`src/rtl/cpu_types_pkg.sv`:
```
// Shared CPU datapath types: fetch address split, instruction-cache frame
// layout and the instruction-cache controller states.
package cpu_types_pkg;

    localparam int WORD_W = 32;
    localparam int IBYT_W = 2;
    localparam int IIDX_W = 4;
    localparam int ITAG_W = WORD_W - IIDX_W - IBYT_W;

    typedef logic [WORD_W-1:0] word_t;

    typedef struct packed {
        logic [ITAG_W-1:0] tag;
        logic [IIDX_W-1:0] idx;
        logic [IBYT_W-1:0] bytoff;
    } icachef_t;

    typedef struct packed {
        logic              valid;
        logic [ITAG_W-1:0] tag;
        word_t             data;
    } icache_frame;

    typedef enum logic {
        IDLE = 1'b0,
        MISS = 1'b1
    } icache_state_t;

endpackage

```
`src/rtl/icache_array.sv`:
```
// Frame storage for the instruction cache: one write port, one combinational
// read port and a single-cycle bulk clear of every valid bit.
module icache_array
    import cpu_types_pkg::*;
#(
    parameter int NSETS = 16
) (
    input  logic              clk,
    input  logic              srst,
    input  logic              flush,
    input  logic              wen,
    input  logic [IIDX_W-1:0] widx,
    input  icache_frame       wframe,
    input  logic [IIDX_W-1:0] ridx,
    output icache_frame       rframe
);

    logic [NSETS-1:0]  valid_reg;
    logic [ITAG_W-1:0] tag_mem  [NSETS];
    word_t             data_mem [NSETS];

    // Flush outranks a simultaneous fill, so a frame filled on the flush
    // edge lands with its valid bit cleared.
    genvar gi;
    generate
        for (gi = 0; gi < NSETS; gi++) begin : g_valid
            always_ff @(posedge clk) begin
                if (srst || flush) begin
                    valid_reg[gi] <= 1'b0;
                end else if (wen && (widx == IIDX_W'(gi))) begin
                    valid_reg[gi] <= wframe.valid;
                end
            end
        end
    endgenerate

    always_ff @(posedge clk) begin
        if (wen) begin
            tag_mem[widx]  <= wframe.tag;
            data_mem[widx] <= wframe.data;
        end
    end

    always_comb begin
        rframe       = '0;
        rframe.valid = valid_reg[ridx];
        rframe.tag   = tag_mem[ridx];
        rframe.data  = data_mem[ridx];
    end

endmodule

```
`src/rtl/icache.sv`:
```
// Direct-mapped read-only instruction cache: zero-latency hits, single-word
// blocking refill from memory, whole-cache invalidate.
module icache
    import cpu_types_pkg::*;
#(
    parameter int NSETS = 16
) (
    input  logic  CLK,
    input  logic  RST,
    input  logic  imemREN,
    input  word_t imemaddr,
    output logic  ihit,
    output word_t imemload,
    input  logic  iflush,
    output logic  iREN,
    output word_t iaddr,
    input  logic  iwait,
    input  word_t iload
);

    icache_state_t     state_reg;
    logic [ITAG_W-1:0] miss_tag_reg;
    logic [IIDX_W-1:0] miss_idx_reg;
    logic              iren_reg;
    word_t             iaddr_reg;

    icachef_t    req;
    icache_frame rd_frame;
    icache_frame fill_frame;
    logic        hit;
    logic        fill_en;
    logic        unused_bytoff;

    assign req           = icachef_t'(imemaddr);
    assign unused_bytoff = ^req.bytoff;

    assign hit     = rd_frame.valid && (rd_frame.tag == req.tag);
    assign fill_en = (state_reg == MISS) && !iwait;

    always_comb begin
        fill_frame       = '0;
        fill_frame.valid = 1'b1;
        fill_frame.tag   = miss_tag_reg;
        fill_frame.data  = iload;
    end

    icache_array #(
        .NSETS(NSETS)
    ) u_array (
        .clk    (CLK),
        .srst   (RST),
        .flush  (iflush),
        .wen    (fill_en),
        .widx   (miss_idx_reg),
        .wframe (fill_frame),
        .ridx   (req.idx),
        .rframe (rd_frame)
    );

    // A flush in the lookup cycle suppresses the hit, since the frame is
    // being invalidated on the same edge.
    assign ihit     = (state_reg == IDLE) && imemREN && hit && !iflush;
    assign imemload = ihit ? rd_frame.data : '0;
    assign iREN     = iren_reg;
    assign iaddr    = iaddr_reg;

    always_ff @(posedge CLK) begin
        if (RST) begin
            state_reg    <= IDLE;
            miss_tag_reg <= '0;
            miss_idx_reg <= '0;
            iren_reg     <= 1'b0;
            iaddr_reg    <= '0;
        end else begin
            case (state_reg)
                IDLE: begin
                    if (imemREN && !hit && !iflush) begin
                        state_reg    <= MISS;
                        miss_tag_reg <= req.tag;
                        miss_idx_reg <= req.idx;
                        iren_reg     <= 1'b1;
                        iaddr_reg    <= {req.tag, req.idx, 2'b00};
                    end
                end
                MISS: begin
                    // The refill always completes so memory never sees an
                    // abandoned transaction; a flush only clears valid bits.
                    if (!iwait) begin
                        state_reg <= IDLE;
                        iren_reg  <= 1'b0;
                        iaddr_reg <= '0;
                    end
                end
                default: begin
                    state_reg <= IDLE;
                    iren_reg  <= 1'b0;
                    iaddr_reg <= '0;
                end
            endcase
        end
    end

endmodule

```
`config.mk`:
```
export PLATFORM = sky130hd
export DESIGN_NAME = icache
export DESIGN_NICKNAME = d
export VERILOG_FILES = /design/src/rtl/cpu_types_pkg.sv /design/src/rtl/icache_array.sv /design/src/rtl/icache.sv
export SDC_FILE = /design/constraint.sdc
export NUM_CORES = 1
export LEC_CHECK = 0
export ABC_AREA = 1
export CORE_MARGIN = 2
export CORE_UTILIZATION = 45
export CTS_CLUSTER_SIZE = 20
export DETAILED_ROUTE_END_ITERATION = 8
export MAX_ROUTING_LAYER = met4
export PLACE_DENSITY = 0.74
export SETUP_SLACK_MARGIN = 0.15
export SLEW_MARGIN = 20
export SYNTH_ARGS = -nofsm -noshare
export SYNTH_HDL_FRONTEND = slang
export SYNTH_SLANG_ARGS = --single-unit
export TNS_END_PERCENT = 50
```
`constraint.sdc`:
```
create_clock -name CLK -period 4.8 [get_ports CLK]
set_input_delay 1.44 -clock CLK [delete_from_list [all_inputs] [get_ports CLK]]
set_output_delay 1.44 -clock CLK [all_outputs]
set_load 0.02 [all_outputs]
```
# Word level (Yosys, flattened, before mapping)
# Memory sizes are Yosys's and may differ from the RTL's.
# Index checks and enable logic that the tools add are counted.
# totals
regBits,80
latchBits,0
ram_bits,928
romBits,0
input_bits,69
out_inout_bits,66
n_memories,2
# classes
add_sub_neg,0
mul,0
n_div,0
magnitude_cmp,1
eq_ne,18
shift,0
mux,14
n_bitwise,1
n_reduce_logical,30
# memory_table
memory,depth,width,rd,rd_clocked_by_memory_dff,write_ports,line_no,source
u_array.data_mem,16,32,1,0,1,icache_array.sv:20,word_t data_mem [NSETS];
u_array.tag_mem,16,26,1,0,1,icache_array.sv:19,logic [ITAG_W-1:0] tag_mem [NSETS];
# ops
cell,count
32-bit 2-to-1 mux,3
32-bit case mux with 2 select lines,1
"4-bit equality test, second input constant",8
26-bit equality test,1
1-bit logical AND,23
"4-bit by 3-bit equality test with 1-bit output, second input constant",4
"4-bit by 2-bit equality test with 1-bit output, second input constant",2
1-bit 2-to-1 mux,7
"4-bit by 5-bit < comparator with 1-bit output, second input constant",1
1-bit binary-select mux with 4-bit select,1
"4-bit by 1-bit equality test with 1-bit output, second input constant",1
4-bit zero test,1
1-bit case mux with 2 select lines,2
2-bit AND reduction,2
1-bit zero test,3
"2-bit by 1-bit inequality test with 1-bit output, second input constant",1
"2-bit inequality test, second input constant",1
1-bit logical OR,1
1-bit inverter,1

# Longest topological paths before layout
# Gate-level depths: netlist of run 1.
# logic_depth
ltp_word,8
ltp_mapped,20
mapped_depth_nobuf,16

# Modules after synthesis
# Synthesis of run 1 repeated with hierarchy kept, for this count alone.
# hier_totals
hier_cells,4378
area_unflattened_um2,43467.9
# by_module_without_submodules
mod,n_inst,cells_each,area_each_um2,seq_area_each_um2
icache_array,1,3882,40361.2,28187.0
icache,1,496,3106.7,1241.2

# Worst setup path before layout of run 1
# No wires, ideal clock.
# synth_timing
path_kind,in2out
from,input port imemaddr[2]
to,output port imemload[30]
arrival_time_ns,3.602
t_required_ns,3.360
path_slack_ns,-0.242
cell_stages,19
n_path_buf,4
path_cell_list,buf_4 > inv_2 > buf_6 > buf_4 > nand2_1 > nand3_1 > nand3_1 > nand3_1 > nand2_1 > nand2_1 > nand2_1 > nor2_1 > nand2_1 > nor2_1 > nand2_1 > nor2_1 > nand2_1 > buf_2 > a211oi_1
# synth_between
elab_chain_cells,6
# synth_lines
item,line_no,source
from (decl),icache.sv:11,"input word_t imemaddr,"
memory read 16 x 26 bit / 1-bit binary-select mux with 4-bit select (equally long branches),--,
26-bit equality test / 1-bit 2-to-1 mux (equally long branches),"icache.sv:37, icache_array.sv:46",
1-bit logical AND,icache.sv:37,assign hit = rd_frame.valid && (rd_frame.tag == req.tag);
1-bit logical AND (2 in series),icache.sv:62,assign ihit = (state_reg == IDLE) && imemREN && hit && !iflush;
32-bit 2-to-1 mux *,icache.sv:63,assign imemload = ihit ? rd_frame.data : '0;
to (decl),icache.sv:13,"output word_t imemload,"
# Mark *: on every way between the ends. The rest lies on a longest branch, timed or not. The select of a mux whose other input is x is not followed.

# Final worst setup path of run 1
# layout_timing
from,input port imemaddr[2]
to,output port imemload[7]
# Same word-level chain as after synthesis.

==> results of run 1 <==
metrics by stage:
step,utilization,instance area [µm²],power (mW),cells
2_1_floorplan,-,41110,10.50,3462
3_3_place_gp,0.5021,45050,10.98,4758
3_5_place_dp,0.5021,45050,11.01,4758
4_1_cts,0.5459,48980,18.52,4967
5_1_grt,0.5483,49200,19.02,4972
6_report,0.5483,49200,18.48,4972
per-layer routing:
| metal | GRT usage | vias to the layer above | wire (µm) |
|---|---|---|---|
| met5 | - | - | 0 |
| met4 | 0.08692 | 0 | 3703 |
| met3 | 0.04096 | 267 | 10920 |
| met2 | 0.3814 | 1512 | 53270 |
| met1 | 0.3126 | 13870 | 42780 |
| li1 | - | 12740 | - |
power breakdown:
part | total, mW | switching [mW] | internal (mW)
sequential | 9.66 | 0.0612 | 9.60
clock | 7.54 | 3.31 | 4.23
combinational | 1.28 | 0.810 | 0.467
how the worst max path moves through the flow:
stage	to	slack [ps]	cells past startpoint	from
final	imemload[7]	-600	21	imemaddr[2]
after global routing	imemload[7]	-760	21	imemaddr[2]
after CTS	imemload[28]	-480	20	imemaddr[2]
after detailed placement	imemload[6]	-1200	19	imemaddr[2]
after global placement	imemload[6]	-1180	17	imemaddr[2]
after floorplan	u_array.data_mem[11][0]	-50	5	iwait
cells in the final DEF, fill, tap and decap left out, types with 9 or more instances in the layout:
cell / count
a21oi_1: 320
a221oi_1: 121
buf_12: 52
buf_16: 14
buf_4: 159
buf_6: 43
clkbuf_1: 27
clkbuf_16: 104
clkdlybuf4s50_1: 92
clkinv_1: 20
clkinv_2: 16
dfxtp_1: 78
edfxtp_1: 928
inv_1: 224
nand2_1: 922
nand2_2: 18
nand3_1: 311
nand3_2: 35
nor2_1: 84
nor2_2: 10
nor2_4: 18
nor3_1: 61
nor3_4: 26
o211ai_1: 9
o21ai_0: 29
cell families after synthesis:
| logic type | share of synthesized area |
|---|---|
| other | 0.00009232 |
| AOI/OAI and AO/OA | 0.07442 |
| and+or+nand+nor | 0.1531 |
| DFF | 0.7245 |
| buffers and inverters | 0.04790 |
worst min-delay path, stage by stage (launching register included):
cell and delay (ps):
dfxtp_1 300, inv_1 60, a21oi_1 60
final cells by class:
type,instances,area [µm²],share of cell area
sequential,1006,29430,0.5982
multi-input combinational,2002,10000,0.2034
timing repair buffer,367,4168,0.08471
clock buffer,133,2680,0.05447
tap,1176,1471,0.02991
inverter,229,903.4,0.01836
clock inverter,55,505.5,0.01027
timing repair inverter,2,32.53,0.0006612
antenna,2,5.005,0.0001017
repair_timing:
action | in CTS | in global routing
pin swaps | 24 | 17
setup endpoints to repair | 33 | 33
buffers inserted | 8 | 1
gates cloned | 13 | 2
resized for setup | 265 | 44
==> flow_metrics.tcl, run 1 <==
set metrics [dict create \
    syn_area_per_cell_um2 11.74 \
    hold_path.class "flop to flop" \
    holdPathEnd "u_array.valid_reg[1]" \
    worstMarginPinSlew_ps 985.9 \
    startpoint_type "input pin" \
    synth_cell_types 29 \
    period_needed_ps 5397 \
    power_leakage_nw 17.97 \
    rrSetupSlack_ps 2090 \
    slew_headroom 0.3427 \
    cts_htree_levels 3 \
    tns_ps -16710 \
    rsz0062_at_grt "yes" \
    dr.pass1.iters 9 \
    clk_latency_ps 690 \
    wl_um 110700 \
    finish.net_count 3778 \
    reg2reg_depth 17 \
    largest_reg_flops 512 \
    syn_inst 3461 \
    regToRegEndpoint "miss_tag_reg[9]" \
    place_hpwl_um 59260 \
    status "complete, but fails checks" \
    core_area_mm2 0.08974 \
    ys_seq_area_frac 0.7245 \
    chipHeight_um 304.5 \
    min_from "u_array.valid_reg[1]" \
    worst-setup-path-type "input pin to primary output" \
    nFillCells 7099 \
    crit_chain "buf_16, buf_16, buf_4, buf_16, nand2_1, nand2_1, nand2_1, nand3_1, nand3_2, nand2_2, nand2_1, nand2_1, nand2_1, nor2_2, nand3_2, nor2_4, nand2_4, buf_12, buf_8, nor3_4, buf_6" \
    cpPeakStageDelay_ps 280 \
    grt_util_all_layers 0.2401 \
    r2r-start "u_array.tag_mem[7][12]" \
    fin_ws_ps -596.9 \
    synth-seq-cells 1006 \
    path_buf_inv 7 \
    drt_iter0_drc 3735 \
    final_max_slew_viol_count 0 \
    yosysMostFrequentCell "nand2_1" \
    post-route-period-util 1.124 \
    violations "negative setup slack" \
    setup_viol 33 \
    yosys.area.top_type "edfxtp_1" \
    synth-edff-count 928 \
    cp_top_family "simple AND/OR/NAND/NOR gates" \
    holdWs_ps 465.0 \
    cp_common_cell "nand2_1" \
    dp_slack_ps -1202 \
    synth_top_area_share 0.6860 \
    critPathMaxFanout 10 \
    gp_congestion 0.9165 \
    remaining_drc_errors 0 \
    synth_area_leaders "edfxtp_1 69%, nand2_1 8.7%, nand3_1 4.3%" \
    cts.sinks 1006 \
    grt_overflow 0 \
    area_delta_synth_final_pct 21.11 \
    cp_data_arrival_time_ps 3960 \
    io_buffers 130 \
    num_vias 28390 \
    initial_core_util 0.4527 \
    hold_viol 0 \
    clk_pin_slew_ps 60 \
    cts_root_buffer "clkbuf_16" \
    viasPerCell 5.709 \
    worst_setup_path_end_kind "primary output" \
    fmax_ghz 0.1853 \
    clk_path_buf_depth 3 \
    fin_skew_ps 30.98 \
    die_w_um 304.5 \
    powerDensity_mw_per_mm2 375.7 \
    mappedNetlistArea_mm2 0.04062 \
    ant_nets 0 \
    max_cap_viol_count 0 \
    grt_max_degree 123 \
    hold_path_depth 2 \
    fp-row-count 110 \
    wire_per_inst_um 22.26 \
    synth_ff_type "edfxtp_1" \
    yosysWarnings 0 \
    dieArea_mm2 0.09269 \
    synth_commonest_cells "941 x nand2_1, 928 x edfxtp_1, 346 x nand3_1" \
    antenna_found_initial 2 \
    ir_drop_v 0.0003047 \
    drive_gt1_frac 0.1431 \
    cts.hold.buffers_added 0 \
    grt_pass1_wl_um 165100 \
    cts_buffers 101 \
    tritoncts "done" \
    synth-async-reset-ratio 0 \
    grt_pass1_vias 27500 \
    io_pins 135 \
    critical-path-slowest-cell "nor3_4" \
    critical_path_required_ps 3360 \
]
(Power assumes the default switching activity.)
==> inputs of run 2 (changes only) <==
--- a/config.mk
+++ b/config.mk
@@ -5,11 +5,11 @@
 export SDC_FILE = /design/constraint.sdc
 export NUM_CORES = 1
 export LEC_CHECK = 0
-export ABC_AREA = 1
 export CORE_MARGIN = 2
 export CORE_UTILIZATION = 45
 export CTS_CLUSTER_SIZE = 20
 export DETAILED_ROUTE_END_ITERATION = 8
+export HOLD_SLACK_MARGIN = 0.05
 export MAX_ROUTING_LAYER = met4
 export PLACE_DENSITY = 0.74
 export SETUP_SLACK_MARGIN = 0.15
==> run 2 against run 1 <==
Compared with the run above: critical path type unchanged; largest power group unchanged; largest cell class unchanged; register-to-register slack got worse by 1100 ps; the flow still finishes with violations (negative setup slack); area after synthesis fell by 5.5%; synthesized cell count fell by 49%.
==> flow_metrics.tcl, run 2 <==
set metrics [dict create \
    core_area_mm2 0.08488 \
    post-route-period-util 1.221 \
    finish.instance_area_mm2 0.04626 \
    grt_util_all_layers 0.2203 \
    cpPeakStageDelay_ps 380 \
    wire_per_inst_um 28.32 \
    cts_root_buffer "clkbuf_16" \
    cts_buffers 95 \
    hold_path.class "flop to flop" \
    clk_pin_slew_ps 60 \
    finish.net_count 2121 \
    cts_htree_levels 3 \
    synth-simple-area-share 0.01857 \
    worst_setup_path_end_kind "primary output" \
    synth_compound_area_frac 0.02519 \
    drive_gt1_frac 0.3180 \
    ir_drop_v 0.0003715 \
    critical_path_required_ps 3360 \
    regToRegEndpoint "iaddr[19]" \
    yosys-mux-area-fraction 0.1680 \
    r2r-start "u_array.tag_mem[15][8]" \
    violations "negative setup slack" \
    worst-setup-path-type "input pin to primary output" \
    hold_path_depth 1 \
    switching_power_mw 3.733 \
    yosys.area.top_type "edfxtp_1" \
    drt_iter0_drc 2224 \
    syn_inst 1757 \
    slew_headroom 0.3538 \
    syn_area_per_cell_um2 21.86 \
    fp-row-count 107 \
    holdPathEnd "u_array.valid_reg[4]" \
    chipHeight_um 296.1 \
    final_max_slew_viol_count 0 \
    powerDensity_mw_per_mm2 392.5 \
    gp_congestion 0.8521 \
    dieArea_mm2 0.08768 \
    worstMarginPinSlew_ps 969.2 \
    max_cap_viol_count 0 \
    reg2reg_depth 13 \
    initial_core_util 0.4524 \
    clk_latency_ps 660 \
    mappedNetlistArea_mm2 0.03840 \
    fmax_ghz 0.1707 \
    grt_max_degree 54 \
    period_needed_ps 5859 \
    synth_ff_type "edfxtp_1" \
    synth-async-reset-ratio 0 \
    min_from "u_array.valid_reg[4]" \
    synth_area_leaders "edfxtp_1 73%, mux4_2 15%, dfxtp_1 4.1%" \
    fin_skew_ps 31.25 \
    place_hpwl_um 50800 \
    area_delta_synth_final_pct 20.46 \
    dpl_cell_area_mm2 0.04228 \
    io_pins 135 \
    dr.pass1.iters 7 \
    fin_ws_ps -1059 \
    synth_cell_types 42 \
    comb_power_share 0.050 \
    instances_no_fill 3278 \
    rsz0062_at_grt "yes" \
    path_buf_inv 6 \
    power_leakage_nw 15.54 \
    grt_pass1_wl_um 135800 \
    setup_viol 33 \
    hold_viol 0 \
    p_sw_frac 0.2056 \
    num_vias 19560 \
    final_cell_mix "928 x edfxtp_1, 253 x mux4_2, 119 x buf_4" \
    nFillCells 6276 \
    place_inst 3065 \
    total_power_mw 18.16 \
    seqPwrFrac 0.532 \
    status "complete, but fails checks" \
    synth_commonest_cells "928 x edfxtp_1, 253 x mux4_2, 78 x dfxtp_1" \
    cts.hold.buffers_added 0 \
    critPathMaxFanout 32 \
    synth_fa_ha_area_frac 0 \
    power.share.clock 0.418 \
    tns_ps -33830 \
    synth-seq-cells 1006 \
    ant_nets 0 \
    clk_path_buf_depth 3 \
    crit_chain "buf_8, buf_8, mux4_2, nor2b_1, a211oi_1, a21oi_2, xnor2_1, nand4_1, nor4_4, buf_6, buf_12, clkbuf_16, and3_4, buf_6" \
    synth_top_family_by_area "multiplexers" \
    layout_commonest_cell "edfxtp_1" \
    synth-xor-area-share 0.008211 \
    antenna_found_initial 2 \
    synth-edff-count 928 \
    cp_top_family "buffers and inverters" \
    tritoncts "done" \
    p_int_mw 14.42 \
    startpoint_type "input pin" \
    rrSetupSlack_ps 1020 \
    io_buffers 130 \
    yosysWarnings 0 \
    wl_um 92850 \
    cts.sinks 1006 \
    remaining_drc_errors 0 \
    largest_reg_flops 512 \
    synth_top_area_share 0.7257 \
    yosysMostFrequentCell "edfxtp_1" \
    viasPerCell 5.967 \
    die_w_um 296.1 \
    ys_seq_area_frac 0.7664 \
    critical-path-slowest-cell "mux4_2" \
    grt_overflow 0 \
    grt_pass1_vias 20030 \
    cp_data_arrival_time_ps 4420 \
]
## run 2: timing repair
| action | CTS | global route |
|---|---|---|
| gates resized for setup | 232 | 11 |
| pin swaps | 7 | 6 |
| setup endpoints to repair | 33 | 59 |
| cloned | 7 | 1 |
| buffers inserted | 25 | 1 |
## run 2: logic make-up (layout without fill, tap and decap cells)
group	count (synthesis)	count (layout)
AOI/OAI and AO/OA	146	146
DFF	1006	1006
muxes	328	328
buffers and inverters	107	481
xor gates and xnor gates	36	36
other	1	4
and+or+nand+nor	133	133
## run 2: worst max path at each step
stage                      startpoint      endpoint  depth (start not counted)
final                     imemaddr[4]  imemload[18]                         14
after global routing      imemaddr[2]   imemload[6]                         15
after detailed placement  imemaddr[3]  imemload[21]                         13
after CTS                 imemaddr[2]  imemload[15]                         15
after floorplan           imemaddr[3]  imemload[29]                         11
after global placement    imemaddr[3]  imemload[21]                         10
## run 2: power groups by stage
stage | sequential, mW | clock, mW | combinational [mW]
after floorplan | 9.84 | 0 | 0.485
after global placement | 9.83 | 0 | 0.833
after detailed placement | 9.84 | 0 | 0.847
after CTS | 9.65 | 7.69 | 0.906
after global routing | 9.66 | 8.03 | 0.966
final | 9.65 | 7.59 | 0.911
## run 2: layout make-up
cell class / count / area (µm²) / area share
multi-input cells: 645 / 8822 / 0.1907
well taps: 1144 / 1431 / 0.03094
diodes: 2 / 5.005 / 0.0001082
inverters: 1 / 3.754 / 0.00008115
flip-flops and latches: 1006 / 29430 / 0.6362
repair buffers: 303 / 3386 / 0.07319
clock inverters: 54 / 619.3 / 0.01339
clock buffers: 123 / 2561 / 0.05537
## run 2: worst register-to-register path: stages (launching register included)
cell and delay, ps:
edfxtp_1 370, mux4_2 490, mux4_2 550, xnor2_2 240
nand4_1 230, nor4_4 330, buf_6 210, buf_12 140
clkbuf_16 160, buf_4 140, buf_4 270, nor3_2 90
buf_4 250, a22o_1 210
## run 2: per-layer routing
metal  wire [µm]  global-route usage
met1       37680              0.3085
met2       44040              0.3374
met5           0                   -
met4        1986             0.05087
met3        9140             0.04377
## run 2: through the flow
stage               hold slack, ps  utilization  setup slack (ps)
CTS                          461.6       0.5439             -1008
finish                       461.8       0.5450             -1059
detailed placement           447.6       0.4982             -1702
global placement             441.4       0.4982             -1692
global route                 480.6       0.5450             -1112
floorplan                    435.4            -            -727.5
